File: config.mk
export PLATFORM = sky130hd
export DESIGN_NAME = dct_row_seq
export DESIGN_NICKNAME = d
export VERILOG_FILES = /design/src/rtl/dct_pkg.sv /design/src/rtl/dct_transpose_buf.sv /design/src/rtl/dct_row_seq.sv
export SDC_FILE = /design/constraint.sdc
export NUM_CORES = 2
export LEC_CHECK = 0
export ABC_CLOCK_PERIOD_IN_PS = 16800
export CORE_UTILIZATION = 25
export DETAILED_ROUTE_END_ITERATION = 10
export HOLD_SLACK_MARGIN = 0.08
export PLACE_DENSITY = 0.48
export SETUP_SLACK_MARGIN = 0.5
export SLEW_MARGIN = 20
export SYNTH_ARGS = -nofsm -noshare
export SYNTH_HDL_FRONTEND = slang
export SYNTH_SLANG_ARGS = --single-unit
export TNS_END_PERCENT = 50
File: constraint.sdc
create_clock -name clk -period 16.8 [get_ports clk]
set_input_delay 3.36 -clock clk [delete_from_list [all_inputs] [get_ports clk]]
set_output_delay 3.36 -clock clk [all_outputs]
set_load 0.03 [all_outputs]
File: src/rtl/dct_pkg.sv
// Shared constants and controller state encoding for the 8x8 row-DCT sequencer.
package dct_pkg;
    localparam int N      = 8;
    localparam int PIX_W  = 8;
    localparam int COEF_W = 24;

    typedef enum logic [1:0] {
        LOAD  = 2'd0,
        WAIT  = 2'd1,
        DRAIN = 2'd2
    } state_e;
endpackage

File: src/rtl/dct_transpose_buf.sv
// 8x8 coefficient store: written one row at a time, read one column at a time.
module dct_transpose_buf
    import dct_pkg::*;
(
    input  logic                  clk,
    input  logic                  we,
    input  logic [2:0]            wr_row,
    input  logic [N*COEF_W-1:0]   wr_data,
    input  logic [2:0]            rd_col,
    output logic [N*COEF_W-1:0]   rd_data
);
    logic [COEF_W-1:0] mem_r [N][N];

    // Row write; left unreset because a full block always overwrites it before any read
    always_ff @(posedge clk) begin
        if (we) begin
            for (int k = 0; k < N; k++) begin
                mem_r[wr_row][k] <= wr_data[k*COEF_W +: COEF_W];
            end
        end
    end

    // Column read: lane k comes from row k
    always_comb begin
        rd_data = '0;
        for (int k = 0; k < N; k++) begin
            rd_data[k*COEF_W +: COEF_W] = mem_r[k][rd_col];
        end
    end
endmodule

File: src/rtl/dct_row_seq.sv
// Row sequencer around an external combinational 8-point DCT core: feeds pixel
// rows, captures results after CORE_LAT cycles, then drains transposed columns.
module dct_row_seq
    import dct_pkg::*;
#(
    parameter int CORE_LAT = 1
)
(
    input  logic                  clk,
    input  logic                  rst_n,
    input  logic                  in_valid,
    output logic                  in_ready,
    input  logic [N*PIX_W-1:0]    in_pix,
    output logic [N*PIX_W-1:0]    core_y,
    input  logic [N*COEF_W-1:0]   core_Y,
    output logic                  out_valid,
    input  logic                  out_ready,
    output logic [N*COEF_W-1:0]   out_col,
    output logic [2:0]            out_col_idx,
    output logic                  out_last,
    output logic                  busy
);
    localparam logic [1:0] LAT_END = 2'(CORE_LAT - 1);

    state_e              state_r;
    logic [2:0]          row_cnt_r;
    logic [2:0]          col_cnt_r;
    logic [1:0]          lat_cnt_r;
    logic [N*PIX_W-1:0]  core_y_r;
    logic                in_ready_r;
    logic                out_valid_r;
    logic                out_last_r;
    logic                busy_r;
    logic                wr_en_s;

    assign wr_en_s = (state_r == WAIT) && (lat_cnt_r == LAT_END);

    dct_transpose_buf u_buf (
        .clk     (clk),
        .we      (wr_en_s),
        .wr_row  (row_cnt_r),
        .wr_data (core_Y),
        .rd_col  (col_cnt_r),
        .rd_data (out_col)
    );

    // Controller FSM; handshake outputs are registered alongside the state
    always_ff @(posedge clk or negedge rst_n) begin
        if (!rst_n) begin
            state_r     <= LOAD;
            row_cnt_r   <= 3'd0;
            col_cnt_r   <= 3'd0;
            lat_cnt_r   <= 2'd0;
            core_y_r    <= '0;
            in_ready_r  <= 1'b1;
            out_valid_r <= 1'b0;
            out_last_r  <= 1'b0;
            busy_r      <= 1'b0;
        end else begin
            case (state_r)
                LOAD: begin
                    if (in_valid && in_ready_r) begin
                        core_y_r   <= in_pix;
                        lat_cnt_r  <= 2'd0;
                        in_ready_r <= 1'b0;
                        busy_r     <= 1'b1;
                        state_r    <= WAIT;
                    end
                end
                WAIT: begin
                    lat_cnt_r <= lat_cnt_r + 2'd1;
                    if (wr_en_s) begin
                        if (row_cnt_r == 3'd7) begin
                            row_cnt_r   <= 3'd0;
                            col_cnt_r   <= 3'd0;
                            out_valid_r <= 1'b1;
                            out_last_r  <= 1'b0;
                            state_r     <= DRAIN;
                        end else begin
                            row_cnt_r  <= row_cnt_r + 3'd1;
                            in_ready_r <= 1'b1;
                            state_r    <= LOAD;
                        end
                    end
                end
                DRAIN: begin
                    if (out_valid_r && out_ready) begin
                        col_cnt_r <= col_cnt_r + 3'd1;
                        if (col_cnt_r == 3'd7) begin
                            out_valid_r <= 1'b0;
                            out_last_r  <= 1'b0;
                            in_ready_r  <= 1'b1;
                            busy_r      <= 1'b0;
                            state_r     <= LOAD;
                        end else begin
                            out_last_r <= (col_cnt_r == 3'd6);
                        end
                    end
                end
                default: begin
                    state_r     <= LOAD;
                    row_cnt_r   <= 3'd0;
                    col_cnt_r   <= 3'd0;
                    lat_cnt_r   <= 2'd0;
                    in_ready_r  <= 1'b1;
                    out_valid_r <= 1'b0;
                    out_last_r  <= 1'b0;
                    busy_r      <= 1'b0;
                end
            endcase
        end
    end

    assign core_y      = core_y_r;
    assign in_ready    = in_ready_r;
    assign out_valid   = out_valid_r;
    assign out_last    = out_last_r;
    assign out_col_idx = col_cnt_r;
    assign busy        = busy_r;
endmodule

==> summary.json <==
{
  "logic_synthesis": {
    "synth_seq_cells": 1614,
    "synth_cells": 2441,
    "synth.cell_area_mm2": 0.06079,
    "synth_seq_area_share_pct": 79.09,
    "yosys_warnings": 0,
    "syn_nets": 2707,
    "synth.lib_cells_used.distinct": 36,
    "syn_area_per_cell_um2": 24.90
  },
  "worst_setup_path": {
    "critical_path_cell_with_the_highest_stage_delay": "sky130_fd_sc_hd__dfrtp_4",
    "critical_path_peak_fanout": 39,
    "start_kind": "flop",
    "critical-path-max-stage-delay_ps": 820,
    "worst_r2r_startpoint": "lat_cnt_r[0]",
    "path_class": "reg -> out",
    "cp_cell_sequence": "buf_4 > buf_4 > buf_4 > mux4_2 > mux2_2 > clkdlybuf4s50_1",
    "r2r.worst_path.cells": 8,
    "path_buf_inv": 4,
    "required_ps": 13440,
    "timing.critical_path.mode_cell": "sky130_fd_sc_hd__buf_4",
    "worstPathArrival_ps": 5600,
    "reg2reg_to": "u_buf.mem_r[0][54]",
    "critical_path.endpoint_type": "output pin",
    "r2r_setup_slack_ps": 12570,
    "worst-path-stages": 6,
    "critPathTopFamily": "buffers and inverters"
  },
  "floorplanning": {
    "floorplan.die.width_um": 495.1,
    "pin_count": 523,
    "fp.coreArea_mm2": 0.2412,
    "num_rows": 180,
    "design.die.area_mm2": 0.2451,
    "starting_density_pct": 25.20,
    "die_h_um": 495.1
  },
  "power": {
    "intPower_mw": 8.135,
    "power.share.sequential_pct": 42.4,
    "switching_share_pct": 28.50,
    "peakVddDrop_mv": 0.1132,
    "p_total_mw": 11.38,
    "power_density_mw_per_mm2": 150.9,
    "power.share.clock_pct": 33.3,
    "power.share.combinational_pct": 24.3,
    "switching_power_mw": 3.243,
    "total_leakage_power_nw": 22.89
  },
  "sta": {
    "report.final.setup_viol": 0,
    "final-max-slew-violation-count": 0,
    "finalSetupTns_ps": 0,
    "final_min_period_over_clock_period_pct": 53.33,
    "clock_skew_ps": 30.17,
    "slew_headroom_pct": 27.83,
    "rsz0062_at_grt": "no",
    "final_hold_viol_count": 0,
    "worst_slew_pin_tran_ps": 1083,
    "min_period_ps": 8960,
    "clock.fmax_mhz": 111.6
  },
  "detailed_routing": {
    "postRouteAntennaNets": 0,
    "vias": 27490,
    "route.final.wire_length_mm": 152.6,
    "avgRoutedWirePerCell_um": 23.86,
    "drtPass1Iterations": 7,
    "detail_route.vias_per_cell": 4.299,
    "drt_iter0_drc": 1952,
    "post-route-drc-count": 0
  },
  "clocking": {
    "cts-htree-levels": 4,
    "cts.root.buffer_cell": "sky130_fd_sc_hd__clkbuf_16",
    "cts_max_path_buffers": 3,
    "clk_pin_slew_ps": 60,
    "cts_resized": 0,
    "tritoncts.num_buffers": 178,
    "clock_latency_ps": 830,
    "cts.sinks": 1614,
    "cts_setup_buffers": 0,
    "cts.hold.buffers_added": 0,
    "cts_tree": "done"
  },
  "outcome": {
    "run_status": "finished, final reports clean"
  },
  "cells_and_area": {
    "layout.cell_area.non_filler_mm2": 0.07539,
    "final_layout_size_suffix_gt1_share_pct": 29.40,
    "fin_nets": 3339,
    "layout-area-overhead-vs-synth_pct": 24.02,
    "fin_cells": 6395
  },
  "global_route": {
    "grt_start_max_net_pins": 130,
    "grt_pass1_wl_mm": 216.1,
    "number_of_antenna_violations_at_the_first_check_in_global_routing": 23,
    "globalRouteTotalUtil_pct": 12.28,
    "grt_pass1_vias": 29040,
    "global_route.overflow_total": 0
  },
  "min_path": {
    "holdPathEnd": "busy",
    "hold_path_depth": 1,
    "holdCritStartpoint": "busy",
    "min_path_type": "reg -> reg"
  },
  "placement": {
    "io_buffer_count": 522,
    "dp.cells": 6078,
    "dp_hpwl_mm": 93.44,
    "gp_routability_congestion": 0.7044,
    "placedInstanceArea_mm2": 0.06974
  },
  "run": {
    "maxCapViolCount": 0
  }
}
## layout by cell type (no fill, tap or decap), drive strengths merged, types with 3 or more instances in the layout
master         instances
mux4                 384
o21ai                  3
buf                   47
clkdlybuf4s50        521
nor3                   5
nand2                  9
nand2b                 3
mux2                 257
clkinv                78
dfrtp                 77
bufinv                12
nor2                   8
edfxtp              1536
clkbuf               216
inv                   16
nand3                  3
ha                     6
## kinds of logic after synthesis
family / count (synthesis) / synth area share, %
flops: 1614 / 79.09
buf+inv: 124 / 1.264
simple gates: 36 / 0.2902
compound gates: 18 / 0.2141
fa+ha+maj: 6 / 0.1235
mux: 643 / 19.02
## worst max path at each step
| stage | from | end | slack [ps] |
|---|---|---|---|
| 2_1_floorplan | lat_cnt_r[0] | u_buf.mem_r[1][0] | 1760 |
| 4_1_cts | out_col_idx[0] | out_col[39] | 7430 |
| 6_report | out_col_idx[0] | out_col[130] | 7840 |
| 3_3_place_gp | out_col_idx[0] | out_col[39] | 8340 |
| 5_1_grt | out_col_idx[0] | out_col[39] | 7260 |
| 3_5_place_dp | out_col_idx[0] | out_col[39] | 8350 |
## worst reg2reg max path, delay by kind of cell, from the launching register on
kind / cells / cell delay [ps]
buffers and inverters: 4 / 2190
AND/OR/NAND/NOR: 3 / 830
flip-flops: 1 / 360
adder cells (fa/ha/maj): 1 / 310
## state kept, by name (all words and copies together), names as in the netlist
register	cells
out_last	1
u_buf.mem_r	1536
row_cnt_r	3
state_r	2
core_y	64
in_ready	1
out_valid	1
out_col_idx	3
busy	1
lat_cnt_r	2
## area by class of cell
| class | count | area [um^2] |
|---|---|---|
| Fill cell | 22990 | 165800 |
| Sequential cell | 1614 | 48090 |
| Multi-Input combinational cell | 703 | 12010 |
| Timing Repair Buffer | 568 | 5634 |
| Clock buffer | 216 | 4618 |
| Tap cell | 3185 | 3985 |
| Clock inverter | 99 | 1023 |
| Inverter | 8 | 30.03 |
| Antenna cell | 2 | 5.005 |
## layer usage
layer  global-route usage (%)  vias up  part of all wire [%]
met4                    3.299       28                   2.1
met1                    16.44    14820                    45
met5                        0        -                  0.12
met3                    3.288      230                   6.0
li1                         -    11680                     -
met2                    19.57      731                    47
## power groups by stage
stage               Clock, mW  Sequential (mW)  Combinational [mW]
global placement            0             4.90                2.84
CTS                      3.91             4.83                2.85
floorplan                   0             5.10                1.69
finish                   3.79             4.83                2.77
detailed placement          0             4.91                2.84
global route             4.06             4.86                2.95
## cell usage after synthesis (all sizes together)
master   count  area share [%]
mux2       257             4.8
nand2b       3           0.031
a22o         1           0.014
nor4         1           0.010
and3         1           0.010
o21ai        3           0.025
dfrtp       77             3.2
o22ai        2           0.021
dfstp        1           0.043
nand3b       1           0.012
a21oi        1          0.0082
inv          8           0.049
a31o         2           0.029
mux2i        2           0.033
clkbuf      42            0.26
nand4b       1           0.014
nor2b        2           0.021
a211oi       1           0.012
mux4       384              14
ha           6            0.12
a31oi        1           0.010
edfxtp    1536              76
a21o         2           0.025
nand2        9           0.056
o31a         1           0.014
buf         74            0.96
nor3         5           0.041
a2bb2oi      1           0.014
o21a         1           0.012
or3          2           0.021
o2bb2ai      2           0.029
nor2         8           0.049
nand3        3           0.025
## through the flow
stage               hold slack (ps)  util (%)  worst slack (ps)
detailed placement            476.4     28.91              8346
floorplan                     472.9         -              1762
global placement              464.0     28.91              8340
global route                  511.2     31.25              7262
CTS                           489.1     31.25              7428
finish                        483.3     31.26              7841
(Power assumes the default switching activity.)
